$ cat src/rtl/tlc_timed.sv
// Highway/country traffic light controller with configurable yellow, all-red,
// minimum/maximum green timing and an emergency all-red override.
module tlc_timed #(
   parameter int unsigned CNT_W           = 8,
   parameter int unsigned Y2R_DELAY       = 3,
   parameter int unsigned R2G_DELAY       = 2,
   parameter int unsigned HWY_MIN_GREEN   = 8,
   parameter int unsigned CNTRY_MAX_GREEN = 10
) (
   input  logic       clock,
   input  logic       clear,
   input  logic       X,
   input  logic       emergency,
   output logic [1:0] hwy,
   output logic [1:0] cntry,
   output logic [2:0] state
);

   typedef enum logic [2:0] {
      S_HG    = 3'd0,
      S_HY    = 3'd1,
      S_AR_C  = 3'd2,
      S_CG    = 3'd3,
      S_CY    = 3'd4,
      S_AR_H  = 3'd5,
      S_EMERG = 3'd6
   } state_e;

   localparam logic [1:0] RED    = 2'd0;
   localparam logic [1:0] YELLOW = 2'd1;
   localparam logic [1:0] GREEN  = 2'd2;

   // Terminal counts: a state lasting N cycles is left when the counter reads N-1.
   localparam logic [CNT_W-1:0] Y2R_LAST   = CNT_W'(Y2R_DELAY - 1);
   localparam logic [CNT_W-1:0] R2G_LAST   = CNT_W'(R2G_DELAY - 1);
   localparam logic [CNT_W-1:0] HWY_MIN_LAST = CNT_W'(HWY_MIN_GREEN - 1);
   localparam logic [CNT_W-1:0] CG_MAX_LAST  = CNT_W'(CNTRY_MAX_GREEN - 1);
   localparam logic [CNT_W-1:0] CNT_SAT    = '1;

   state_e           r_state;
   state_e           w_next;
   logic [CNT_W-1:0] r_cnt;
   logic             w_cnt_clr;

   always_comb begin
      w_next = r_state;
      hwy    = RED;
      cntry  = RED;
      case (r_state)
         S_HG: begin
            hwy = GREEN;
            if (emergency || (X && (r_cnt >= HWY_MIN_LAST))) w_next = S_HY;
         end
         S_HY: begin
            hwy = YELLOW;
            // Yellow always runs its full time; emergency only picks the exit.
            if (r_cnt == Y2R_LAST) w_next = emergency ? S_EMERG : S_AR_C;
         end
         S_AR_C: begin
            if (emergency)              w_next = S_EMERG;
            else if (r_cnt == R2G_LAST) w_next = S_CG;
         end
         S_CG: begin
            cntry = GREEN;
            if (emergency || !X || (r_cnt == CG_MAX_LAST)) w_next = S_CY;
         end
         S_CY: begin
            cntry = YELLOW;
            if (r_cnt == Y2R_LAST) w_next = emergency ? S_EMERG : S_AR_H;
         end
         S_AR_H: begin
            if (emergency)              w_next = S_EMERG;
            else if (r_cnt == R2G_LAST) w_next = S_HG;
         end
         S_EMERG: begin
            if (!emergency && (r_cnt == R2G_LAST)) w_next = S_HG;
         end
         default: w_next = S_HG;
      endcase
   end

   // Holding the counter at 0 during emergency restarts clearance on each reassertion.
   assign w_cnt_clr = (w_next != r_state) || ((r_state == S_EMERG) && emergency);

   always_ff @(posedge clock) begin
      if (clear) begin
         r_state <= S_HG;
         r_cnt   <= '0;
      end else begin
         r_state <= w_next;
         if (w_cnt_clr)             r_cnt <= '0;
         else if (r_cnt != CNT_SAT) r_cnt <= r_cnt + 1'b1;
      end
   end

   assign state = r_state;

endmodule

$ cat config.mk
export PLATFORM = sky130hd
export DESIGN_NAME = tlc_timed
export DESIGN_NICKNAME = d
export VERILOG_FILES = /design/src/rtl/tlc_timed.sv
export SDC_FILE = /design/constraint.sdc
export NUM_CORES = 1
export LEC_CHECK = 0
export CAP_MARGIN = 20
export CORE_MARGIN = 2
export CORE_UTILIZATION = 30
export CTS_CLUSTER_SIZE = 16
export DETAILED_ROUTE_END_ITERATION = 16
export SETUP_SLACK_MARGIN = 0.2
export SLEW_MARGIN = 15
export SYNTH_ARGS = -nofsm -noshare
export SYNTH_HDL_FRONTEND = slang
export SYNTH_SLANG_ARGS = --single-unit
$ cat constraint.sdc
create_clock -name clock -period 4.33 [get_ports clock]
set_input_delay 0.866 -clock clock [delete_from_list [all_inputs] [get_ports clock]]
set_output_delay 0.866 -clock clock [all_outputs]
set_load 0.05 [all_outputs]
Word level (Yosys, flattened, before mapping)
Cells that the tools add are included.
Storage, ports and cells
  register bits after elaboration: 11
  bits in latches: 0
  bits in writable memories: 0
  bits in read-only memories: 0
  input port bits: 4
  output and inout bits: 7
  word-level logic and storage cells: 40
  memories: 0
Cells by class
  $add $sub $neg: 1
  multipliers: 0
  div/mod/pow operators: 0
  $lt $le $gt $ge: 1
  eq/ne operators: 11
  shifts and indexed selects: 0
  mux-type cells: 14
  bitwise gates (word level): 0
  reduce and logical (&&, ||, !) cells: 11
Operators with widths (number)
  two-way mux 3 bit: 10
  case mux 3 bit (7 select lines): 1
  equality test 3 bit, second input constant: 3
  adder 8 x 1 -> 8 bit, second input constant: 1
  equality test 8 x 1 -> 1 bit, second input constant: 1
  equality test 8 x 2 -> 1 bit, second input constant: 1
  equality test 8 x 4 -> 1 bit, second input constant: 1
  greater-or-equal comparator 8 x 3 -> 1 bit, second input constant: 1
  != test 8 bit, second input constant: 1
  case mux 2 bit (2 select lines): 2
  equality test 3 x 2 -> 1 bit, second input constant: 2
  logical OR 1 bit: 4
  equality test 3 x 1 -> 1 bit, second input constant: 1
  logical AND 1 bit: 3
  zero test 3 bit: 1
  != test 3 bit: 1
  zero test 1 bit: 2
  two-way mux 2 bit: 1
  OR reduction 2 bit: 1

Longest topological paths before layout
Gate-level depths: netlist of run 1.
  word-level depth: 8
  mapped depth: 8

Worst setup path after synthesis of run 1
Ideal clock, no wire load.
  path kind: flip-flop to flip-flop
  start point: register r_state[2], in the netlist state[2]
  end point: register r_cnt[0]
  setup time: 0.088 ns
  arrival time: 3.312 ns
  slack: 0.930 ns
  cell stages (with the launch flop): 8
  clock period less this slack: 3.400 ns
  path through: dfxtp_1 > buf_2 > nor3b_1 > nor2_1 > and3_1 > or4b_1 > buf_6 > nor4_2
On the way
  longest elaborated chain between the ends: 6
RTL lines
  start, declared: RTL line 40  | state_e r_state;
  start signal, assigned: RTL line 90  | r_state <= w_next;
  two-way mux 3 bit (on tied branches): RTL line 73, 61
  two-way mux 3 bit (on tied branches): RTL line 72, 60
  case mux 3 bit (7 select lines): RTL line 49  | case (r_state)
  != test 3 bit: RTL line 83  | assign w_cnt_clr = (w_next != r_state) || ((r_state == S_EMERG) && emergency);
  logical OR 1 bit *: RTL line 83
  OR reduction 2 bit (no line) *
  end signal, assigned: RTL line 92  | else if (r_cnt != CNT_SAT) r_cnt <= r_cnt + 1'b1;
  end, declared: RTL line 42  | logic [CNT_W-1:0] r_cnt;
Mark *: on every way between the ends. The rest lies on a longest branch, timed or not.
A chain may end at the register's enable or synchronous reset.

Worst setup path after layout of run 1
  start point: input port emergency
  end point: register r_cnt[3]
On the way
  longest elaborated chain between the ends: 7
RTL lines
  start, declared: RTL line 13  | input logic emergency,
  zero test 1 bit / logical OR 1 bit (equally long branches): RTL line 76, 65
  logical AND 1 bit / logical OR 1 bit (equally long branches): RTL line 76, 65
  two-way mux 3 bit (on tied branches): RTL line 76, 65
  case mux 3 bit (7 select lines): RTL line 49
  != test 3 bit: RTL line 83
  logical OR 1 bit *: RTL line 83
  OR reduction 2 bit (no line) *
Marked as above.

==> results of run 1 <==
power by group through the flow:
stage	clock, mW	sequential, mW	combinational (mW)
2_1_floorplan	0	0.126	0.0867
6_report	0.0695	0.125	0.110
3_5_place_dp	0	0.127	0.109
3_3_place_gp	0	0.126	0.110
4_1_cts	0.0718	0.124	0.110
5_1_grt	0.0780	0.127	0.120
stage by stage:
step / instances / util / cell area, sq um
global route: 145 / 0.365 / 1020
floorplan: 109 / - / 907
CTS: 145 / 0.365 / 1020
global placement: 141 / 0.355 / 997
detailed placement: 141 / 0.355 / 997
finish: 145 / 0.365 / 1020
cells by family after synthesis:
family / Yosys count / synth area share
muxes: 2 / 0.0248
AOI/OAI and AO/OA: 20 / 0.156
and+or+nand+nor: 58 / 0.446
buffers and inverters: 13 / 0.0703
xor gates and xnor gates: 2 / 0.0193
DFF: 11 / 0.243
adders and majority gates: 3 / 0.0414
sequential cells by signal, summed over array words and instances, names as in the netlist:
| register | count |
|---|---|
| r_cnt | 8 |
| state | 3 |
area by class of cell:
cell class              instances  area share
multi-input cells              85       0.609
flip-flops and latches         11       0.215
repair buffers                 10      0.0978
well taps                      31      0.0379
clock buffers                   4      0.0257
inverters                       4      0.0147
layer usage:
metal | up-vias | track usage | routed length [um] | share of wire
met1 | 396 | 0.188 | 1020 | 0.49
met3 | 2 | 0.0459 | 117 | 0.056
met2 | 26 | 0.205 | 948 | 0.45
met5 | - | 0 | 0 | 0
met4 | 0 | 0.0292 | 13 | 0.0062
li1 | 425 | - | - | -
path summary, 6_finish.rpt:
path | slack, ns | cells past startpoint | start | endpoint
setup / recovery | 1.20 | 6 | emergency | r_cnt[3]$_SDFFE_PP0P_
hold / removal | 0.65 | 3 | r_cnt[6]$_SDFFE_PP0P_ | r_cnt[6]$_SDFFE_PP0P_
setup reg to reg | 1.78 | 5 | r_cnt[5]$_SDFFE_PP0P_ | r_cnt[6]$_SDFFE_PP0P_
hold reg to reg | 0.65 | 3 | r_cnt[6]$_SDFFE_PP0P_ | r_cnt[6]$_SDFFE_PP0P_
critical path, stage by stage:
cell and delay, ns:
clkdlybuf4s50_1 0.65, nor4bb_1 0.55, nor2_1 0.07, and3_1 0.20, or4b_1 0.70, nor4_2 0.27
synthesized netlist by cell type, types with 2 or more instances:
| master | number | area [sq um] |
|---|---|---|
| dfxtp_1 | 11 | 220 |
| nor2_1 | 10 | 37.5 |
| nand2_1 | 6 | 22.5 |
| o21ai_0 | 6 | 30.0 |
| clkbuf_1 | 4 | 15.0 |
| inv_1 | 4 | 15.0 |
| nor4_2 | 4 | 50.1 |
| a21oi_1 | 3 | 15.0 |
| and3_1 | 3 | 18.8 |
| and4_1 | 3 | 26.3 |
| buf_2 | 3 | 15.0 |
| ha_1 | 3 | 37.5 |
| nand3_1 | 3 | 15.0 |
| nor3_1 | 3 | 15.0 |
| nor4_1 | 3 | 18.8 |
| a31oi_1 | 2 | 12.5 |
| and2_1 | 2 | 12.5 |
| and3b_1 | 2 | 17.5 |
| mux2_2 | 2 | 22.5 |
| nand4_1 | 2 | 12.5 |
| nand4b_1 | 2 | 17.5 |
| nor3b_1 | 2 | 15.0 |
| nor4bb_1 | 2 | 20.0 |
| or4_1 | 2 | 15.0 |
| xnor2_1 | 2 | 17.5 |
cell usage in the layout, fill, tap and decap left out, types with 4 or more instances in the layout:
cell type         n
o21ai_0           6
clkdlybuf4s50_1  10
nor4_2            4
inv_1             4
nand2_1           6
nor2_1           10
dfxtp_1          11
==> results.md, run 1 <==
- Fin nets: 122
- Pre-CTS WS: 0.937 ns
- Pins over their slew limit: 0
- Pwr dens: 297 mW/mm^2
- Yosys reg bits: 11
- Cts bufs inserted: 3
- Clk buf depth: 2
- Avg Synthesized Cell Area: 8.32 sq um
- Routed Antenna Nets: 0
- Max Freq: 320 MHz
- Initial antenna violation count: 0
- WL final: 2.10 mm
- Maximum vdd drop: 129 uV
- Max-cap viol count: 0
- Worst Path Required: 4.51 ns
- CTS clk-pin slew, worst paths: 0.07 ns
- Cell Area, Synth: 907 sq um
- Initial Util: 0.323
- Synth Instances: 109
- H-Tree Level Count: 1
- Reg power frac: 0.410
- Setup Buffers After CTS: 0
- IO Pins: 11
- Maximum net fanout on the critical path: 10
- Sequential cell area: 220 sq um
- GPL Wtd Cong: 0.757
- Setup Skew: 0.000598 ns
- Part of the Yosys area used for sequential elements: 0.243
- Critical Path Start Type: input pin
- Share of cells above drive strength 1: 0.140
- Final hold viol count: 0
- Filler cell count: 278
- Slew HR: 0.261
- DR pass1 iterations: 4
- Hold Slack: 0.653 ns
- Power Total: 304 uW
- Async S/R FF share, synth: 0
- Row count: 19
- Crit path arrival time: 3.30 ns
- Slew of the pin with the lowest slew margin: 1.10 ns
- First DRT Iteration DRCs: 59
- Vias after detailed routing: 849
- Remaining DRCs: 0
- Vias in the first global route: 752
- Switching Power: 117 uW
- Period minus WS final: 3.13 ns
- Dpl hpwl: 1.52 mm
- Clk sink count: 11
- Footprint of the multi-input gates: 623 sq um
- Post-CTS sizing: 0
- Most used flip-flop cell after synthesis: dfxtp_1
- Gr ovfl total: 0
- Core ar.: 0.00281 sq mm
- Die Y: 59.0 um
- Wire per inst: 14.5 um
- Comb pwr share: 0.361
- EDFF count, synth: 0
- TNS Setup: 0 ns
- CP Capture Type: flip-flop
- Die area: 0.00348 sq mm
- Net Count, Synth: 116
- Worst-skew pair later-pin latency: 0.26 ns
- GRT Total Usage: 0.136
- Synth unique cells: 45
- Leakage Power: 0.354 nW
- CTS tree: yes
- CTS Hold Bufs: 0
- Vias per cell: 5.86
- Synthesis Warnings: 0
- Status: completed
- IO buf count: 10
- First-pass GRT wire length: 3.57 mm
- Root buf cell: clkbuf_4
- Crit path kind: input pin to flip-flop
- Die width: 59.0 um
- Hold crit path type: flip-flop to flip-flop
- Final period util: 0.722
- Switching Fraction: 0.386
- Area Growth Syn to Fin: 12.8%
- Internal power: 187 uW
- Inserted Diodes: 0
- RSZ-0062 raised after global routing: no
- Largest net degree at the start of global routing: 20
- Clock Power Share: 0.229
- Setup slack after layout: 1.20 ns
- Setup-failing EPs final: 0
(Power assumes the default switching activity.)
==> inputs of run 2 (changes only) <==
==> constraint.sdc (replaced) <==
create_clock -name clock -period 3.14 [get_ports clock]
set_input_delay 0.628 -clock clock [delete_from_list [all_inputs] [get_ports clock]]
set_output_delay 0.628 -clock clock [all_outputs]
set_load 0.05 [all_outputs]
==> run 2 against run 1 <==
  * The flow now finishes with violations (DRC)
  * Register-to-register slack got worse by 1.1 ns
  * Sequential power rose by 37%
  * Non-clock buffer count is 2 higher
  * Clock skew is 0.0097 ns higher
  * Routed wire length decreased by 4.8%
  * Sequential cell count stayed put
  * Total power increased by 40%
  * Final area grew 2.0%
  * Via count grew 0.82%
  * Die area did not move
  * Worst hold slack better by 0.0013 ns
  * Sequential share of layout area fell by 0.41 points
  * Critical path type is now flip-flop to primary output
  * Critical endpoint is now cntry[0]
  * Highest routed layer unchanged
==> results.md, run 2 (synthesis results as in run 1) <==
- Status: finished, violations left
- Failing checks: DRC
- Cts bufs inserted: 3
- Initial antenna violation count: 0
- WL final: 2.00 mm
- TNS Setup: 0 ns
- Filler cell count: 278
- Critical Path Start Type: flip-flop
- Dpl hpwl: 1.47 mm
- Leakage Power: 0.366 nW
- First DRT Iteration DRCs: 30
- Remaining DRCs: 3
- Slew of the pin with the lowest slew margin: 0.587 ns
- Pwr dens: 406 mW/mm^2
- Comb pwr share: 0.358
- Clock Power Share: 0.239
- Worst Path Required: 2.51 ns
- Pins over their slew limit: 0
- Largest net degree at the start of global routing: 20
- Setup-failing EPs final: 0
- Core ar.: 0.00281 sq mm
- DP Cell Count: 143
- Die area: 0.00348 sq mm
- Worst Reg-to-Reg Cells: 5
- Worst-skew pair later-pin latency: 0.28 ns
- Fin nets: 124
- Die Y: 59.0 um
- CTS tree: yes
- Most common cell after layout, fill and taps aside: dfxtp_1
- CP Capture Type: primary output
- Hold Startpoint: r_cnt[6]$_SDFFE_PP0P_
- Register-to-register setup slack: 0.67 ns
- Commonest non-fill, non-tap cells in the layout: dfxtp_1 (11), nor2_1 (10), clkdlybuf4s50_1 (10)
- Reg power frac: 0.403
- Reg2reg end: r_cnt[2]$_SDFFE_PP0P_
- Max reg flops: 8
- WL met3: 145 um
- Period minus WS final: 2.79 ns
- Switching Power: 166 uW
- Initial Util: 0.323
- Power Total: 424 uW
- Worst hold stages: 3
- Wire per inst: 13.6 um
- Root buf cell: clkbuf_4
- Internal power: 258 uW
- R2R Path Start: state[1]$_SDFF_PP0_
- Gr ovfl total: 0
- Post-CTS sizing: 0
- Routed Antenna Nets: 0
- Final hold viol count: 0
- Crit path arrival time: 2.16 ns
- Setup Skew: 0.0103 ns
- DR pass1 iterations: 10
- Fin area: 0.00104 sq mm
- Vias per cell: 5.82
- Area Growth Syn to Fin: 15.0%
- Clk sink count: 11
- Max-cap viol count: 0
- Hold crit path type: flip-flop to flip-flop
- Vias in the first global route: 722
- Switching Fraction: 0.390
- Share of cells above drive strength 1: 0.164
- Met2 wire length: 909 um
- WL met1: 924 um
- Clk buf depth: 2
- GRT Total Usage: 0.126
- Setup Buffers After CTS: 0
- Die width: 59.0 um
- CTS Hold Bufs: 0
- First-pass GRT wire length: 3.35 mm
- GPL Wtd Cong: 0.901
- Placed Area: 0.00102 sq mm
- RSZ-0062 raised after global routing: no
- H-Tree Level Count: 1
- Max Freq: 358 MHz
- Maximum net fanout on the critical path: 19
- IO Pins: 11
- DR top layer: met4
- Largest Register: r_cnt
- IO buf count: 10
- Hold Path End: r_cnt[6]$_SDFFE_PP0P_
- Crit path kind: flip-flop to primary output
- Slew HR: 0.603
- CTS clk-pin slew, worst paths: 0.08 ns
- Row count: 19
- Maximum vdd drop: 123 uV
- Vias after detailed routing: 856
- Inserted Diodes: 0
- Final period util: 0.889
- Layout Cells excl Fill: 147
## run 2: worst max path at each step
stage	end	from	cells past startpoint	slack, ns
floorplan	r_cnt[6]$_SDFFE_PP0P_	state[1]$_SDFF_PP0_	7	0.31
global placement	r_cnt[1]$_SDFFE_PP0P_	emergency	6	0.26
detailed placement	r_cnt[4]$_SDFFE_PP0P_	emergency	6	0.15
CTS	cntry[0]	state[2]$_SDFF_PP0_	2	0.36
global route	cntry[0]	state[2]$_SDFF_PP0_	2	0.26
finish	cntry[0]	state[2]$_SDFF_PP0_	2	0.35
## run 2: metal layers
| metal | track usage | vias to the layer above |
|---|---|---|
| met5 | 0 | - |
| met2 | 0.186 | 21 |
| met1 | 0.171 | 402 |
| met4 | 0.0487 | 0 |
| li1 | - | 430 |
| met3 | 0.0393 | 3 |
## run 2: final cells by class
class                   count  area [sq um]  share of cell area
well taps                  31          38.8              0.0372
inverters                   4          15.0              0.0144
clock buffers               4          26.3              0.0252
multi-input cells          85           628               0.602
repair buffers             12           115               0.110
flip-flops and latches     11           220               0.211
## run 2: power groups by stage
stage               Clock, mW  Combinational, mW  Sequential [mW]
detailed placement          0              0.151            0.174
floorplan                   0              0.120            0.173
global route            0.109              0.165            0.174
global placement            0              0.151            0.173
finish                  0.101              0.152            0.171
CTS                     0.103              0.152            0.171
## run 2: per-stage QoR
step	utilization	hold WS (ns)	setup WS [ns]
after floorplan	-	0.581	0.307
after global placement	0.363	0.631	0.261
after detailed placement	0.363	0.632	0.151
after CTS	0.372	0.650	0.362
after global routing	0.372	0.706	0.259
final	0.372	0.655	0.350
## run 2: worst max-delay path, cell delays in order, from the launching register on
cell and delay, ns:
dfxtp_1 0.66, nor3b_2 0.36, clkdlybuf4s50_1 0.86
